**src/rtl/gpu_video_pkg.sv**
```systemverilog
// Shared video definitions for the GPU display path: 640x480@60 timing defaults,
// pixel layout, scan-out lock states and the test-pattern bar colours.
package gpu_video_pkg;

  localparam int H_ACTIVE_DEF = 640;
  localparam int H_FP_DEF     = 16;
  localparam int H_SYNC_DEF   = 96;
  localparam int H_BP_DEF     = 48;
  localparam int V_ACTIVE_DEF = 480;
  localparam int V_FP_DEF     = 10;
  localparam int V_SYNC_DEF   = 2;
  localparam int V_BP_DEF     = 33;

  localparam int H_TOTAL = H_ACTIVE_DEF + H_FP_DEF + H_SYNC_DEF + H_BP_DEF;
  localparam int V_TOTAL = V_ACTIVE_DEF + V_FP_DEF + V_SYNC_DEF + V_BP_DEF;

  localparam int COLOR_W = 8;

  typedef struct packed {
    logic [COLOR_W-1:0] r;
    logic [COLOR_W-1:0] g;
    logic [COLOR_W-1:0] b;
  } pixel_t;

  typedef enum logic {
    SEEK   = 1'b0,
    LOCKED = 1'b1
  } scan_state_e;

  // White..black is a binary count where each channel follows one inverted index bit.
  function automatic pixel_t bar_color(input logic [2:0] idx);
    pixel_t p;
    p.r = {COLOR_W{~idx[1]}};
    p.g = {COLOR_W{~idx[2]}};
    p.b = {COLOR_W{~idx[0]}};
    return p;
  endfunction

endpackage

```
**src/rtl/vga_timing_gen.sv**
```systemverilog
// Raster counters for the VGA scan-out with unregistered active/sync/frame strobes.
// With VGA_TEST_PATTERN_EN defined it also exports the colour-bar index.
module vga_timing_gen
  import gpu_video_pkg::*;
#(
  parameter int H_ACTIVE = H_ACTIVE_DEF,
  parameter int H_FP     = H_FP_DEF,
  parameter int H_SYNC   = H_SYNC_DEF,
  parameter int H_BP     = H_BP_DEF,
  parameter int V_ACTIVE = V_ACTIVE_DEF,
  parameter int V_FP     = V_FP_DEF,
  parameter int V_SYNC   = V_SYNC_DEF,
  parameter int V_BP     = V_BP_DEF
) (
  input  logic       clk,
  input  logic       reset,
  output logic       active,
  output logic       hs_n,
  output logic       vs_n,
  output logic       frame_start
`ifdef VGA_TEST_PATTERN_EN
  ,
  output logic [2:0] bar_idx
`endif
);

  localparam int LINE_LEN    = H_ACTIVE + H_FP + H_SYNC + H_BP;
  localparam int FRAME_LINES = V_ACTIVE + V_FP + V_SYNC + V_BP;
  localparam int HW          = $clog2(LINE_LEN);
  localparam int VW          = $clog2(FRAME_LINES);

  localparam logic [HW-1:0] H_LAST     = HW'(LINE_LEN - 1);
  localparam logic [HW-1:0] H_ACT_END  = HW'(H_ACTIVE);
  localparam logic [HW-1:0] H_SYNC_BEG = HW'(H_ACTIVE + H_FP);
  localparam logic [HW-1:0] H_SYNC_END = HW'(H_ACTIVE + H_FP + H_SYNC);
  localparam logic [VW-1:0] V_LAST     = VW'(FRAME_LINES - 1);
  localparam logic [VW-1:0] V_ACT_END  = VW'(V_ACTIVE);
  localparam logic [VW-1:0] V_SYNC_BEG = VW'(V_ACTIVE + V_FP);
  localparam logic [VW-1:0] V_SYNC_END = VW'(V_ACTIVE + V_FP + V_SYNC);

  logic [HW-1:0] h_cnt;
  logic [VW-1:0] v_cnt;

  always_ff @(posedge clk or posedge reset) begin
    if (reset) begin
      h_cnt <= '0;
      v_cnt <= '0;
    end else if (h_cnt == H_LAST) begin
      h_cnt <= '0;
      v_cnt <= (v_cnt == V_LAST) ? '0 : v_cnt + 1'b1;
    end else begin
      h_cnt <= h_cnt + 1'b1;
    end
  end

  assign active      = (h_cnt < H_ACT_END) && (v_cnt < V_ACT_END);
  assign hs_n        = !((h_cnt >= H_SYNC_BEG) && (h_cnt < H_SYNC_END));
  assign vs_n        = !((v_cnt >= V_SYNC_BEG) && (v_cnt < V_SYNC_END));
  assign frame_start = (h_cnt == '0) && (v_cnt == '0);

`ifdef VGA_TEST_PATTERN_EN
  // Only meaningful inside the active region; blanking masks the rest.
  assign bar_idx = 3'(32'(h_cnt) / (H_ACTIVE / 8));
`endif

endmodule

```
**src/rtl/vga_scanout.sv**
```systemverilog
// VGA back end: locks the pixel stream to the raster and drives the ADV7123 pins.
// Optional colour-bar generator with input tp_sel when VGA_TEST_PATTERN_EN is defined.
module vga_scanout
  import gpu_video_pkg::*;
#(
  parameter int H_ACTIVE = H_ACTIVE_DEF,
  parameter int H_FP     = H_FP_DEF,
  parameter int H_SYNC   = H_SYNC_DEF,
  parameter int H_BP     = H_BP_DEF,
  parameter int V_ACTIVE = V_ACTIVE_DEF,
  parameter int V_FP     = V_FP_DEF,
  parameter int V_SYNC   = V_SYNC_DEF,
  parameter int V_BP     = V_BP_DEF
) (
  input  logic                 clk,
  input  logic                 reset,
  input  logic [3*COLOR_W-1:0] pix_data,
  input  logic                 pix_sof,
  input  logic                 pix_valid,
  output logic                 pix_ready,
  output logic [COLOR_W-1:0]   vga_r,
  output logic [COLOR_W-1:0]   vga_g,
  output logic [COLOR_W-1:0]   vga_b,
  output logic                 vga_hs,
  output logic                 vga_vs,
  output logic                 vga_blank_n,
  output logic                 vga_sync_n,
  output logic                 frame_start,
  output logic                 underflow
`ifdef VGA_TEST_PATTERN_EN
  ,
  input  logic                 tp_sel
`endif
);

  logic active;
  logic hs_n;
  logic vs_n;
  logic origin;
`ifdef VGA_TEST_PATTERN_EN
  logic [2:0] bar_idx;
`endif

  vga_timing_gen #(
    .H_ACTIVE (H_ACTIVE),
    .H_FP     (H_FP),
    .H_SYNC   (H_SYNC),
    .H_BP     (H_BP),
    .V_ACTIVE (V_ACTIVE),
    .V_FP     (V_FP),
    .V_SYNC   (V_SYNC),
    .V_BP     (V_BP)
  ) u_timing (
    .clk         (clk),
    .reset       (reset),
    .active      (active),
    .hs_n        (hs_n),
    .vs_n        (vs_n),
    .frame_start (origin)
`ifdef VGA_TEST_PATTERN_EN
    ,
    .bar_idx     (bar_idx)
`endif
  );

  scan_state_e state;
  scan_state_e next_state;
  logic        err_frame;
  logic        next_err;
  logic        set_underflow;
  logic        ready_c;
  logic        seek_now;
  pixel_t      rgb_next;

  always_ff @(posedge clk or posedge reset) begin
    if (reset) begin
      state     <= SEEK;
      err_frame <= 1'b0;
    end else begin
      state     <= next_state;
      err_frame <= next_err;
    end
  end

  // A spoiled frame drops back to SEEK at the origin and is judged by SEEK rules in that same cycle.
  always_comb begin
    next_state    = state;
    next_err      = err_frame;
    set_underflow = 1'b0;
    ready_c       = 1'b0;
    rgb_next      = '0;
    seek_now      = (state == SEEK) || (origin && err_frame);
    if (origin && err_frame) next_err = 1'b0;
    if (seek_now) begin
      next_state = SEEK;
      if (active) begin
        if (origin && pix_valid && pix_sof) begin
          next_state = LOCKED;
          ready_c    = 1'b1;
          rgb_next   = pixel_t'(pix_data);
        end else if (!pix_sof) begin
          ready_c = 1'b1;
        end
      end
    end else if (active && !err_frame) begin
      if (!pix_valid) begin
        next_err      = 1'b1;
        set_underflow = 1'b1;
      end else if (pix_sof && !origin) begin
        next_err = 1'b1;
      end else begin
        ready_c  = 1'b1;
        rgb_next = pixel_t'(pix_data);
      end
    end
`ifdef VGA_TEST_PATTERN_EN
    if (tp_sel) begin
      next_state    = SEEK;
      next_err      = 1'b0;
      set_underflow = 1'b0;
      ready_c       = 1'b1;
      rgb_next      = active ? bar_color(bar_idx) : '0;
    end
`endif
  end

  assign pix_ready  = ready_c & ~reset;
  assign vga_sync_n = 1'b0;

  always_ff @(posedge clk or posedge reset) begin
    if (reset) begin
      vga_r       <= '0;
      vga_g       <= '0;
      vga_b       <= '0;
      vga_hs      <= 1'b1;
      vga_vs      <= 1'b1;
      vga_blank_n <= 1'b0;
      frame_start <= 1'b0;
      underflow   <= 1'b0;
    end else begin
      vga_r       <= rgb_next.r;
      vga_g       <= rgb_next.g;
      vga_b       <= rgb_next.b;
      vga_hs      <= hs_n;
      vga_vs      <= vs_n;
      vga_blank_n <= active;
      frame_start <= origin;
      if (set_underflow) underflow <= 1'b1;
    end
  end

endmodule
```
**config.mk**
```make
export PLATFORM = sky130hd
export DESIGN_NAME = vga_scanout
export DESIGN_NICKNAME = d
export VERILOG_FILES = /design/src/rtl/gpu_video_pkg.sv /design/src/rtl/vga_timing_gen.sv /design/src/rtl/vga_scanout.sv
export SDC_FILE = /design/constraint.sdc
export NUM_CORES = 1
export LEC_CHECK = 0
export ABC_AREA = 0
export CAP_MARGIN = 20
export CORE_MARGIN = 2
export CORE_UTILIZATION = 49
export DETAILED_ROUTE_END_ITERATION = 6
export GPL_TIMING_DRIVEN = 1
export MAX_ROUTING_LAYER = met4
export PLACE_DENSITY = 0.88
export SLEW_MARGIN = 20
export SYNTH_ARGS = -nofsm -noshare
export SYNTH_HDL_FRONTEND = slang
export SYNTH_SLANG_ARGS = --single-unit
```
**constraint.sdc**
```tcl
create_clock -name clk -period 2 [get_ports clk]
set_input_delay 0.4 -clock clk [delete_from_list [all_inputs] [get_ports clk]]
set_output_delay 0.4 -clock clk [all_outputs]
set_load 0.03 [all_outputs]
```
==> impl_metrics.csv, run 1 <==
group,metric,value,unit
cts,postCtsHoldBufs,0,
pwr,total_leakage_power,1.50,nW
cts,tritoncts,"yes",
final_layout,final_net_count,340,
timing,hold_viol_final,0,
timing,setup_repair_after_global_routing_missed_its_margin,"yes",
cts,path_clk_slew,0.09,ns
yosys,synth.top_cell.area_share,0.505,
route,drt_iter0_drc,135,
final_layout,finish.cell_count_without_fillers,376,
global_route,vias_in_the_first_global_route,1907,
pwr,switching_share,0.230,
critical_path,cp.arrival,1.98,ns
yosys,yosys_most_used_dff,"dfrtp_1",
placed_design,detailed_place_hpwl,3850,µm
final_layout,drive_above_1_share,0.269,
pwr,power.net_switching,0.427,mW
cts,numClockSinks,51,
route,detailroute.via_count,2125,
timing,setup_viol,26,
critical_path,crit_chain,"o21a_1, nor4_1, and2_1, a32o_2, buf_6",
final_layout,nFillCells,318,
critical_path,rr_startpoint,"u_timing.h_cnt[1]$_DFF_PP0_",
placed_design,final_estimated_routing_congestion_in_global_placement,0.870,
floorplan,floorplan.rows,25,
critical_path,timing.setup.critical_path_class,"reg -> out",
floorplan,core_area,4750,µm²
floorplan,die_height,74.4,µm
route,final_antenna_net_count,0,
floorplan,floorplan.initialDensity,0.511,
critical_path,worstSetupEndpointType,"primary output",
route,post_drt_wl_per_cell,18.1,µm
yosys,synth-async-reset-ratio,1.00,
pwr,design_power_total,1.86,mW
yosys,gate_count_post_synth,229,
critical_path,critical_path_peak_fanout,7,
route,drtPass1Iterations,5,
critical_path,rrSetupSlack,-0.36,ns
floorplan,chipWidth,74.4,µm
job,maxCapViolations,0,
cts,clk_path_buf_depth,2,
cts,tritoncts_buffer_count,5,
timing,final_min_period_over_clock_period,1.19,
critical_path,worst-r2r-cell-count,10,
timing,worstMarginPinSlew,0.547,ns
run_status,status,"finished with violations",
cts,cts_root_buffer,"clkbuf_8",
worst_hold_path,holdCritPathClass,"in -> async",
critical_path,r2r-end,"vga_g[6]$_DFF_PP0_",
critical_path,worst_path_max_delay_cell,"dfrtp_1",
pwr,power.ir.vdd_worst,0.290,mV
yosys,syn_area,2430,µm²
global_route,grt_max_degree,52,
yosys,synth_top_area_cell,"dfrtp_1",
pwr,pwr-share-clk,0.357,
cts,worst_skew_pair_later_pin_latency,0.31,ns
timing,finalCriticalPeriod,2.38,ns
floorplan,die_area,5540,µm²
placed_design,placed_cells_incl_taps,361,
timing,fmaxAchievable,420,MHz
global_route,number_of_antenna_violations_at_the_first_check_in_global_routing,0,
yosys,ys_seq_elements,51,
final_layout,antenna_cells,0,
route,post-route-drc-count,0,
global_route,global_route_wire_length_before_repair,8940,µm
critical_path,max_stage_delay,0.48,ns
yosys,synthesis.nets,261,
global_route,grt_usage,0.222,
critical_path,startpoint_type,"register",
pwr,power.combinational.fraction,0.083,
route,route.detailed.vias_per_inst,5.65,
yosys,sequential_cell_area_fraction_in_the_yosys_report,0.526,
cts,htreeDepth,2,
timing,fin_ws,-0.379,ns
yosys,synth_enable_flop_cells,0,
yosys,ys_types,47,
placed_design,portBuffers,57,
final_layout,postLayoutCoreUtil,0.733,
yosys,yosys_warnings,0,
yosys,synth.avg_cell_area,10.6,µm²
timing,slew-limit-headroom,0.633,
run_status,failed_checks,"setup timing",
timing,final_max_slew_viol_count,0,
yosys,synth.area.top_cells,"dfrtp_1 50%, a21oi_2 7.2%, nand2_1 4.8%, nand3_1 2.9%, dfstp_2 2.2%",
floorplan,num_io_pins,59,
route,postRouteWirelength,6800,µm
timing,clock-skew-final,0.00991,ns
final_layout,area_delta_synth_final,43.5,%
critical_path,critical_path_required,1.60,ns
pwr,power.density,532,nW/µm²
pwr,cell_internal_pwr,1.43,mW
pwr,p_seq_frac,0.560,
global_route,global_route.overflow_total,0,
[timing repair]
action                                  CTS  global route
endpoints found under the setup margin   23            30
pin swaps                                 3             6
gates resized for setup                   6            17
gates cloned                              0             3
setup buffers                             2             2
[layout make-up]
class / count / area (µm²) / area share
clock buffer: 7 / 96.3 / 0.0276
sequential: 51 / 1280 / 0.367
inverter: 10 / 37.5 / 0.0108
multi-input combinational: 153 / 1100 / 0.317
clock inverter: 1 / 7.51 / 0.00215
timing repair buffer: 87 / 877 / 0.252
tap: 67 / 83.8 / 0.0240
[stage by stage]
| step | setup WS (ns) | hold WS [ns] | cell area, µm² | setup TNS, ns |
|---|---|---|---|---|
| floorplan | 0.0920 | 0.468 | 2430 | 0 |
| global placement | -0.0857 | 0.452 | 3180 | -0.0857 |
| detailed placement | -0.0774 | 0.459 | 3180 | -0.0774 |
| CTS | -0.342 | 0.481 | 3320 | -3.79 |
| global route | -0.444 | 0.502 | 3490 | -10.11 |
| finish | -0.379 | 0.470 | 3490 | -8.36 |
[metal layers]
metal,track usage,wire length [µm],part of all wire,up-vias
met5,-,0,0,-
met4,0.0952,350,0.051,0
met3,0.0501,355,0.052,42
met2,0.351,3450,0.51,111
met1,0.273,2640,0.39,1021
li1,-,-,-,951
[worst max-delay path by stage]
stage                           startpoint   endpoint  slack [ns]  cells past startpoint
2_1_floorplan  u_timing.h_cnt[0]$_DFF_PP0_  pix_ready        0.09                      6
3_3_place_gp                         reset  pix_ready       -0.09                      5
3_5_place_dp                         reset  pix_ready       -0.08                      5
4_1_cts        u_timing.h_cnt[1]$_DFF_PP0_  pix_ready       -0.34                      8
5_1_grt        u_timing.h_cnt[1]$_DFF_PP0_  pix_ready       -0.44                      8
6_report       u_timing.h_cnt[7]$_DFF_PP0_  pix_ready       -0.38                      5
[state kept, by name, indices dropped and copies added, names as in the netlist]
name            flops
underflow           1
err_frame           1
u_timing.v_cnt     10
vga_blank_n         1
frame_start         1
u_timing.h_cnt     10
vga_hs              1
vga_b               8
vga_g               8
vga_r               8
vga_vs              1
state               1
[worst max-delay path, delay by kind of cell, from the launching register on]
family                 cells  cell delay (ns)
AOI/OAI and AO/OA          2             0.43
and+or+nand+nor            2             0.62
buffers and inverters      1             0.13
DFF                        1             0.48
[cell usage after synthesis, types with 2 or more instances]
cell type,count
nor4_1,4
o21ai_0,8
ha_1,4
nand2_1,31
clkbuf_1,5
nor3_2,2
buf_6,3
a21oi_1,4
nor3_1,5
nor2_1,12
nand4_1,5
buf_2,3
and4_1,2
buf_12,2
and2_1,3
nor4b_2,2
a21oi_2,20
dfstp_2,2
nand2b_1,2
dfrtp_1,49
buf_4,2
and3_1,2
xor2_1,6
a211oi_1,2
inv_1,10
xnor2_1,5
nand3_1,14
[cells by family after synthesis]
logic type	after synthesis	share of synthesized area
muxes	1	0.00412
xor gates and xnor gates	11	0.0396
buffers and inverters	25	0.0659
and+or+nand+nor	93	0.210
other	1	0.00154
adders and majority gates	4	0.0206
DFF	51	0.526
AOI/OAI and AO/OA	43	0.132
[power groups by stage]
stage,Sequential [mW],Clock (mW),Combinational [mW]
4_1_cts,1.04,0.663,0.149
3_5_place_dp,1.06,0,0.146
5_1_grt,1.04,0.718,0.164
2_1_floorplan,1.07,0,0.0499
6_report,1.04,0.662,0.153
3_3_place_gp,1.06,0,0.143
[placed cells by master, fill, tap and decap left out, types with 4 or more instances in the layout]
| cell type | count |
|---|---|
| clkdlybuf4s50_1 | 56 |
| dfrtp_1 | 49 |
| nand2_1 | 31 |
| buf_4 | 23 |
| a21oi_2 | 16 |
| nand3_1 | 14 |
| nor2_1 | 12 |
| o21ai_0 | 7 |
| inv_1 | 7 |
| clkbuf_8 | 7 |
| xor2_1 | 6 |
| a21oi_4 | 6 |
| nand4_1 | 5 |
| nor3_1 | 5 |
| xnor2_1 | 5 |
| nor4_1 | 4 |
No activity file was read; power rests on OpenSTA's default activity.
==> run 2: changes to the inputs <==
- SLEW_MARGIN: 20 -> unset
==> results of run 2 <==
The final DEF is identical to that of run 1; final timing and power are the same.
